--- src/rtl/io_pkg.sv ---
// Shared types and constants for the CPU-side UART I/O controller.
package io_pkg;

  typedef enum logic [1:0] {
    IDLE,
    LOAD,
    WAIT_BUSY,
    WAIT_DONE
  } tx_state_t;

  localparam int BYTE_W       = 8;
  localparam int BUSY_TIMEOUT = 4;
  localparam int TO_CNT_W     = $clog2(BUSY_TIMEOUT + 1);

  // True on the last cycle uart_tx is given to raise busy after a start strobe.
  function automatic logic busy_timed_out(input logic [TO_CNT_W-1:0] cnt);
    return cnt == TO_CNT_W'(BUSY_TIMEOUT - 1);
  endfunction

endpackage

--- src/rtl/io_fifo.sv ---
// Synchronous FIFO, 2^AW entries of W bits, combinational head, AW+1-bit wrap pointers.
// Latency: push visible at the head one cycle later; a pop in the same cycle frees room for a push when full.
module io_fifo #(
  parameter int AW = 4,
  parameter int W  = 8
) (
  input  logic         i_clk,
  input  logic         i_rst,
  input  logic         i_push,
  input  logic         i_pop,
  input  logic [W-1:0] i_din,
  output logic [W-1:0] o_dout,
  output logic         o_full,
  output logic         o_empty
);

  logic [AW:0]  r_wr_ptr;
  logic [AW:0]  r_rd_ptr;
  logic [W-1:0] r_mem [0:(1<<AW)-1];
  logic         w_do_push;
  logic         w_do_pop;

  assign o_empty   = (r_wr_ptr == r_rd_ptr);
  assign o_full    = (r_wr_ptr[AW] != r_rd_ptr[AW]) &&
                     (r_wr_ptr[AW-1:0] == r_rd_ptr[AW-1:0]);
  assign w_do_pop  = i_pop && !o_empty;
  assign w_do_push = i_push && (!o_full || w_do_pop);
  assign o_dout    = r_mem[r_rd_ptr[AW-1:0]];

  always_ff @(posedge i_clk) begin
    if (i_rst) begin
      r_wr_ptr <= '0;
      r_rd_ptr <= '0;
    end else begin
      if (w_do_push) r_wr_ptr <= r_wr_ptr + (AW+1)'(1);
      if (w_do_pop)  r_rd_ptr <= r_rd_ptr + (AW+1)'(1);
    end
  end

  // When full with a pop, the write slot is the head being read out this cycle.
  always_ff @(posedge i_clk) begin
    if (w_do_push) r_mem[r_wr_ptr[AW-1:0]] <= i_din;
  end

endmodule

--- src/rtl/uart_io_ctrl.sv ---
// CPU I/O port <-> uart_rx/uart_tx bridge: RX FIFO serves CPU "in", TX FIFO feeds uart_tx one frame at a time.
// CPU acks one cycle after a serviceable request; stalls only on RX empty / TX full. IO_CTRL_LOOPBACK_EN echoes RX into TX.
module uart_io_ctrl
  import io_pkg::*;
#(
  parameter int RX_AW = 9,
  parameter int TX_AW = 4
) (
  input  logic              i_clk,
  input  logic              i_rst,
  input  logic [BYTE_W-1:0] i_rx_data,
  input  logic              i_rx_ready,
  input  logic              i_rx_ferr,
  output logic [BYTE_W-1:0] o_tx_data,
  output logic              o_tx_start,
  input  logic              i_tx_busy,
  input  logic              i_cpu_in_req,
  output logic              o_cpu_in_ack,
  output logic [BYTE_W-1:0] o_cpu_in_data,
  input  logic              i_cpu_out_req,
  input  logic [BYTE_W-1:0] i_cpu_out_data,
  output logic              o_cpu_out_ack,
  output logic              o_rx_overrun,
  output logic              o_rx_ferr_seen
);

  logic [BYTE_W-1:0]   w_rx_head;
  logic                w_rx_full;
  logic                w_rx_empty;
  logic                w_rx_push;
  logic                w_rx_pop;
  logic                w_in_take;
  logic                r_in_ack;
  logic [BYTE_W-1:0]   r_in_data;

  logic [BYTE_W-1:0]   w_tx_head;
  logic [BYTE_W-1:0]   w_tx_din;
  logic                w_tx_full;
  logic                w_tx_empty;
  logic                w_tx_push;
  logic                w_tx_pop;
  logic                w_out_take;
  logic                r_out_ack;
  logic [BYTE_W-1:0]   r_out_data;

  tx_state_t           r_state;
  tx_state_t           w_state_nxt;
  logic [TO_CNT_W-1:0] r_to_cnt;
  logic                r_tx_start;
  logic [BYTE_W-1:0]   r_tx_data;
  logic                r_rx_overrun;
  logic                r_rx_ferr_seen;

  assign w_rx_pop  = r_in_ack;
  assign w_rx_push = i_rx_ready && !i_rx_ferr && (!w_rx_full || w_rx_pop);
  assign w_in_take = i_cpu_in_req && !w_rx_empty && !r_in_ack;

  io_fifo #(.AW(RX_AW), .W(BYTE_W)) u_rx_fifo (
    .i_clk   (i_clk),
    .i_rst   (i_rst),
    .i_push  (w_rx_push),
    .i_pop   (w_rx_pop),
    .i_din   (i_rx_data),
    .o_dout  (w_rx_head),
    .o_full  (w_rx_full),
    .o_empty (w_rx_empty)
  );

  always_ff @(posedge i_clk) begin
    if (i_rst) begin
      r_in_ack       <= 1'b0;
      r_in_data      <= '0;
      r_rx_overrun   <= 1'b0;
      r_rx_ferr_seen <= 1'b0;
    end else begin
      r_in_ack <= w_in_take;
      if (w_in_take) r_in_data <= w_rx_head;
      if (i_rx_ready && !i_rx_ferr && w_rx_full && !w_rx_pop) r_rx_overrun <= 1'b1;
      if (i_rx_ready && i_rx_ferr) r_rx_ferr_seen <= 1'b1;
    end
  end

  assign w_out_take = i_cpu_out_req && !w_tx_full && !r_out_ack;

  always_ff @(posedge i_clk) begin
    if (i_rst) begin
      r_out_ack  <= 1'b0;
      r_out_data <= '0;
    end else begin
      r_out_ack <= w_out_take;
      if (w_out_take) r_out_data <= i_cpu_out_data;
    end
  end

`ifdef IO_CTRL_LOOPBACK_EN
  logic w_echo_push;
  // The echo also yields to a CPU byte granted this cycle, so that byte's slot is never taken.
  assign w_echo_push = w_rx_push && !r_out_ack && !w_out_take && (!w_tx_full || w_tx_pop);
  assign w_tx_push   = r_out_ack || w_echo_push;
  assign w_tx_din    = r_out_ack ? r_out_data : i_rx_data;
`else
  assign w_tx_push   = r_out_ack;
  assign w_tx_din    = r_out_data;
`endif

  io_fifo #(.AW(TX_AW), .W(BYTE_W)) u_tx_fifo (
    .i_clk   (i_clk),
    .i_rst   (i_rst),
    .i_push  (w_tx_push),
    .i_pop   (w_tx_pop),
    .i_din   (w_tx_din),
    .o_dout  (w_tx_head),
    .o_full  (w_tx_full),
    .o_empty (w_tx_empty)
  );

  always_comb begin
    w_state_nxt = r_state;
    w_tx_pop    = 1'b0;
    case (r_state)
      IDLE:      if (!w_tx_empty && !i_tx_busy) w_state_nxt = LOAD;
      LOAD: begin
        w_tx_pop    = 1'b1;
        w_state_nxt = WAIT_BUSY;
      end
      WAIT_BUSY: if (i_tx_busy || busy_timed_out(r_to_cnt)) w_state_nxt = WAIT_DONE;
      WAIT_DONE: if (!i_tx_busy) w_state_nxt = IDLE;
      default:   w_state_nxt = IDLE;
    endcase
  end

  // Start and data are registered together so uart_tx sees a stable byte with its strobe.
  always_ff @(posedge i_clk) begin
    if (i_rst) begin
      r_state    <= IDLE;
      r_to_cnt   <= '0;
      r_tx_start <= 1'b0;
      r_tx_data  <= '0;
    end else begin
      r_state    <= w_state_nxt;
      r_tx_start <= (r_state == LOAD);
      if (r_state == LOAD) r_tx_data <= w_tx_head;
      r_to_cnt   <= (r_state == WAIT_BUSY) ? r_to_cnt + TO_CNT_W'(1) : '0;
    end
  end

  assign o_tx_data      = r_tx_data;
  assign o_tx_start     = r_tx_start;
  assign o_cpu_in_ack   = r_in_ack;
  assign o_cpu_in_data  = r_in_data;
  assign o_cpu_out_ack  = r_out_ack;
  assign o_rx_overrun   = r_rx_overrun;
  assign o_rx_ferr_seen = r_rx_ferr_seen;

endmodule
--- config.mk ---
export PLATFORM = sky130hd
export DESIGN_NAME = uart_io_ctrl
export DESIGN_NICKNAME = d
export VERILOG_FILES = /design/src/rtl/io_pkg.sv /design/src/rtl/io_fifo.sv /design/src/rtl/uart_io_ctrl.sv
export SDC_FILE = /design/constraint.sdc
export NUM_CORES = 2
export LEC_CHECK = 0
export ABC_CLOCK_PERIOD_IN_PS = 2600
export BUFFER_PORTS_ARGS = -buffer_cell sky130_fd_sc_hd__buf_2
export CAP_MARGIN = 30
export CELL_PAD_IN_SITES_DETAIL_PLACEMENT = 0
export CELL_PAD_IN_SITES_GLOBAL_PLACEMENT = 2
export CORE_UTILIZATION = 30
export CTS_CLUSTER_SIZE = 14
export DETAILED_ROUTE_END_ITERATION = 8
export HOLD_SLACK_MARGIN = 0.05
export PLACE_DENSITY = 0.61
export SKIP_LAST_GASP = 1
export SLEW_MARGIN = 20
export SYNTH_ARGS = -nofsm -noshare
export SYNTH_HDL_FRONTEND = slang
export SYNTH_MEMORY_MAX_BITS = 65536
export SYNTH_SLANG_ARGS = --single-unit
--- constraint.sdc ---
create_clock -name i_clk -period 2.6 [get_ports i_clk]
set_input_delay 0.13 -clock i_clk [delete_from_list [all_inputs] [get_ports i_clk]]
set_output_delay 0.13 -clock i_clk [all_outputs]
set_load 0.02 [all_outputs]
; Word-level counts from Yosys, hierarchy flattened
; Memories as Yosys holds them, arrays and structs flattened. A register that Yosys moved wholly into a read port is not among the register bits.
; Cells that the tools add are included.
[totals]
mem_count = 2
ram_bits = 4224
regBits = 48
latchBits = 0
romBits = 0
[classes]
n_lt_le_gt_ge = 0
n_mul = 0
n_div = 0
bitwise_logic = 1
addsub = 5
n_reduce_logical = 31
muxes = 9
n_eq_ne = 13
shift = 0
[memory_table]
columns = memory, words, width, read_ports, rd_clocked_by_memory_dff, write_ports, line
row1 = u_rx_fifo.r_mem, 512, 8, 1, 1, 1, io_fifo.sv:19  ; logic [W-1:0] r_mem [0:(1<<AW)-1];
row2 = u_tx_fifo.r_mem, 16, 8, 1, 1, 1, io_fifo.sv:19
[op_table]
columns = operator, count
row1 = $add 10x1->10 const B, 2
row2 = $logic_and 1x1->1, 16
row3 = $add 5x1->5 const B, 2
row4 = $eq 10x10->1, 1
row5 = $eq 9x9->1, 1
row6 = $logic_not 1->1, 8
row7 = $pmux 2 s4, 1
row8 = $mux 2, 3
row9 = $ne 2x2->1 const B, 3
row10 = $eq 5x5->1, 1
row11 = $mux 1, 5
row12 = $eq 2x2->1 const B, 2
row13 = $eq 4x4->1, 1
row14 = $logic_or 1x1->1, 4
row15 = $add 3x1->3 const B, 1
row16 = $eq 3x2->1 const B, 1
row17 = $reduce_and 3->1, 1
row18 = $eq 2x1->1 const B, 1
row19 = $logic_not 2->1, 1
row20 = $ne 1x1->1, 2
row21 = $reduce_or 2->1, 1
row22 = $not 1->1, 1

; Depth between registers and ports, before layout
[depth]
word_depth = 8
depth_mapped = 15
mapped_depth_nobuf = 8

; Hierarchy
; A second synthesis with hierarchy kept.
[hier_totals]
hier_cells = 8738
hier_area_um2 = 169182.3
[by_module_without_submodules]
columns = module, cells_per_inst, area_per_inst_um2, seq_area_each_um2, n_inst
row1 = io_fifo (u_rx_fifo), 8350, 162143.0, 123578.5, 1
row2 = io_fifo (u_tx_fifo), 263, 5711.7, 4124.0, 1
row3 = uart_io_ctrl, 125, 1327.5, 680.7, 1

; Worst setup path before layout
; OpenSTA, ideal clock, no wires.
[synth_path]
path_type = reg-to-reg
startpoint = reg u_rx_fifo.r_rd_ptr[0]
endpoint = reg r_in_data[3], in the netlist o_cpu_in_data[3] (read register of u_rx_fifo.r_mem)
n_path_buf = 5
setup_ps = 117
t_arrival_ps = 2697
synth_period_minus_slack_ps = 2814
setup_slack_ps = -214
stages_incl_launch_ff = 12
required_ps = 2483
cell_sequence = dfxtp_1 -> buf_6 -> buf_6 -> buf_6 -> buf_6 -> buf_2 -> mux4_2 -> a22oi_1 -> a21oi_1 -> o41ai_1 -> nand3_1 -> a32o_1
[synth_between]
elab_chain_cells = 4
[synth_rtl]
columns = element, line
row1 = from (decl), io_fifo.sv:18  ; logic [AW:0] r_rd_ptr;
row2 = from (signal assigned), io_fifo.sv:36  ; if (w_do_pop) r_rd_ptr <= r_rd_ptr + (AW+1)'(1);
row3 = $eq 10x10->1, io_fifo.sv:23  ; assign o_empty = (r_wr_ptr == r_rd_ptr);
row4 = $logic_not 1->1, uart_io_ctrl.sv:56  ; assign w_in_take = i_cpu_in_req && !w_rx_empty && !r_in_ack;
row5 = $logic_and 1x1->1 (2 in series), uart_io_ctrl.sv:56
row6 = to (decl), uart_io_ctrl.sv:34  ; logic [BYTE_W-1:0] r_in_data;
; Several ways; a longest one is shown, not always the timed one.
; A chain may end at the register's enable or synchronous reset.

; Final worst setup path
[layout_path]
startpoint = reg u_rx_fifo.r_rd_ptr[0]
endpoint = reg r_in_data[2], in the netlist o_cpu_in_data[2] (read register of u_rx_fifo.r_mem)
; Same word-level chain as after synthesis.

==> impl_metrics.toml <==
[layout]
final_net_count = 10219
syn_to_final_growth_pct = 28.0
drive_above_1_share = 0.405
nFillCells = 49770

[synthesis]
syn_area_per_cell_um2 = 20.6
synthArstFlopShare = 0
ys_types = 79
yosys-top-cells-area = "edfxtp_1 (76%), mux4_2 (13%), mux2i_1 (2.4%)"
synth_area_mm2 = 0.167
synth_seq_cells = 4288
synth-edff-count = 4224
ys_warn_count = 0
ys_dominant_reg_cell = "edfxtp_1"
syn-num-nets = 8126
synth_top_area_frac = 0.760
yosysSeqAreaShare = 0.768
synth_top_area_cell = "edfxtp_1"
syn_inst = 8087

[die]
rows = 273
die_h_um = 748
initial_core_util = 0.302
core-area_mm2 = 0.553
pin_count = 44
dieArea_mm2 = 0.559
die_w_um = 748

[critical_path]
crit_type = "flip-flop to flip-flop"
path_cells = "buf_12 -> buf_4 -> buf_12 -> buf_12 -> mux4_2 -> mux4_2 -> mux4_2 -> a211oi_2 -> a2111oi_2"
critPathCaptureType = "flip-flop"
reg2reg_to = "o_cpu_in_data[2]$_SDFFE_PP0P_"
reg2regPathDepth = 9
slowest_stage = "mux4_2"
regToRegStartpoint = "u_rx_fifo.r_rd_ptr[0]$_SDFFE_PP0P_"
worst_ep_arrival_time_ns = 4.29
start_kind = "flip-flop"
r2r_setup_slack_ns = -0.75
path_buf_inv = 4
cp_top_family = "multiplexers"
critical_path.max_fanout = 11
required_ns = 3.54
cpPeakStageDelay_ns = 0.62
cp.depth = 9

[sta]
hold_viol = 0
rsz0062_at_grt = "true"
fin_crit_sh = 1.29
timing.fmax_mhz = 298
drv_slew = 0
slew_headroom = 0.413
whs_ns = 0.144
tightest_slew_ns = 0.880
period_minus_slack_ns = 3.35
setup_tns_ns = -1133.11
worst_slack_ns = -0.753
setup_viol = 4112
finalClockSkew_ns = 0.145

[pwr]
power.density_mw_per_mm2 = 683
leakage_nw = 68.3
p_total_mw = 146
vdd_ir_drop_max_uv = 678

[worst_hold_path]
hp-start = "i_rx_data[4]"
holdPathStages = 2
hold_path_end = "u_rx_fifo.r_mem[304][4]$_DFFE_PP_"
min_path_type = "input port to flip-flop"

[global_route]
grt_max_degree = 117
grt_usage = 0.193
grt_pass1_vias = 93257
antenna_found_initial = 35
grt_overflow_total = 0
grt_pass1_wl_mm = 763

[run_status]
outcome = "finished with violations"
violations = "setup timing"

[clocking]
max-clock-path-buffers = 4
cts_buffers = 451
clock_latency_ns = 1.09
htreeDepth = 5
cts_tree = "built"
clk_pin_slew_worst_paths_ns = 0.07
clockRootBuffer = "clkbuf_16"
clock_sinks = 4288

[detailed_routing]
drt-wirelength-per-cell_um = 31.2
drt_iter0_drc = 10345
drt_first_pass_iters = 6
finalWirelength_mm = 558
viasPerCell = 5.16
vias = 92219
drcViolationCount = 0
final_antenna_net_count = 0

[placed_design]
dpl.hpwl_mm = 369
numPortBuffers = 43
routabilityCongestion = 0.861

[run]
cap_viol_max_count = 0
metal layers:
layer  track usage  up-vias  part of all wire
li1              -    37872                 -
met1         0.261    49879              0.42
met2         0.315     3676              0.48
met3        0.0370      782             0.074
met4        0.0600       10             0.034
met5             0        -           0.00015
kinds of logic after synthesis:
family                   after synthesis  synth area share
AND/OR/NAND/NOR                     1150            0.0291
adder cells (fa/ha/maj)               16           0.00120
flip-flops                          4288             0.768
buffers and inverters                526            0.0180
AO/OA/AOI/OAI                        709            0.0302
XOR/XNOR                              40           0.00210
multiplexers                        1358             0.152
layout by cell type, fill, tap and decap left out, drive strengths merged, types with 51 or more instances in the layout:
master,n
o22ai,109
a22oi,80
o221ai,115
buf,2092
o21ai,67
edfxtp,4224
mux2i,396
nand2,244
clkinv,222
nor2,657
a21oi,122
bufinv,60
clkbuf,546
dfxtp,64
nand3,51
mux4,937
synthesized netlist by cell type, drive strengths merged (22+ instances only):
cell       n
a22oi     80
nand2    244
a221oi    31
nor3      45
nand3     51
a31oi     30
a211oi    25
and3      25
buf      272
clkbuf   240
mux2i    396
mux4     937
xor2      26
o21ai     67
o22ai    109
nor2     657
nor2b     22
mux2      25
dfxtp     64
o221ai   115
a21oi    122
edfxtp  4224
area by class of cell:
cell class                      count  area [um^2]  area share
Antenna cell                        9         22.5    0.000105
Clock inverter                    311         3660      0.0171
Inverter                           14         70.1    0.000328
Clock buffer                      533        11700      0.0546
Timing Repair Buffer             2152        22900       0.107
Tap cell                         7287         9120      0.0427
Sequential cell                  4288       128000       0.600
Multi-Input combinational cell   3273        38100       0.178
worst max-delay path by stage:
stage	start	to	slack, ns
after detailed placement	u_rx_fifo.r_rd_ptr[0]$_SDFFE_PP0P_	o_cpu_in_data[4]$_SDFFE_PP0P_	-1.65
after global placement	u_rx_fifo.r_rd_ptr[0]$_SDFFE_PP0P_	o_cpu_in_data[1]$_SDFFE_PP0P_	-2.00
after CTS	u_rx_fifo.r_rd_ptr[0]$_SDFFE_PP0P_	o_cpu_in_data[0]$_SDFFE_PP0P_	-0.75
after floorplan	u_rx_fifo.r_rd_ptr[0]$_SDFFE_PP0P_	o_cpu_in_data[4]$_SDFFE_PP0P_	-0.07
final	u_rx_fifo.r_rd_ptr[0]$_SDFFE_PP0P_	o_cpu_in_data[2]$_SDFFE_PP0P_	-0.75
after global routing	u_rx_fifo.r_rd_ptr[0]$_SDFFE_PP0P_	o_cpu_in_data[0]$_SDFFE_PP0P_	-0.79
per-stage QoR:
stage | cell area [um^2] | setup WS, ns | instances | utilization
after detailed placement | 194000 | -1.65 | 16794 | 0.350
after global placement | 194000 | -2.00 | 16789 | 0.350
final | 214000 | -0.753 | 17867 | 0.386
after CTS | 211000 | -0.749 | 17752 | 0.382
after global routing | 214000 | -0.786 | 17862 | 0.386
after floorplan | 168000 | -0.0663 | 8087 | -
sequential cells by signal, summed over array words and instances (netlist names):
name	count
o_cpu_in_ack	1
u_tx_fifo.r_rd_ptr	5
u_tx_fifo.r_wr_ptr	5
u_rx_fifo.r_mem	4096
o_cpu_in_data	8
r_to_cnt	3
o_tx_data	8
r_state	2
u_rx_fifo.r_wr_ptr	10
u_rx_fifo.r_rd_ptr	10
o_cpu_out_ack	1
o_tx_start	1
o_rx_overrun	1
r_out_data	8
o_rx_ferr_seen	1
u_tx_fifo.r_mem	128
timing repair:
item	4_1_cts	5_1_grt
hold endpoints to repair	3782	0
pin swaps	28	62
cloned	12	13
endpoints found under the setup margin	4113	4127
gates resized for setup	179	234
buffers inserted	62	100
hold buffers	41	0
report_power, final:
| part | total (mW) | internal (mW) | switching [mW] |
|---|---|---|---|
| registers | 76.1 | 76.0 | 0.110 |
| logic | 3.45 | 1.20 | 2.25 |
| clock network | 66.4 | 38.3 | 28.1 |
Note: power is estimated with default switching activity, not from simulation.
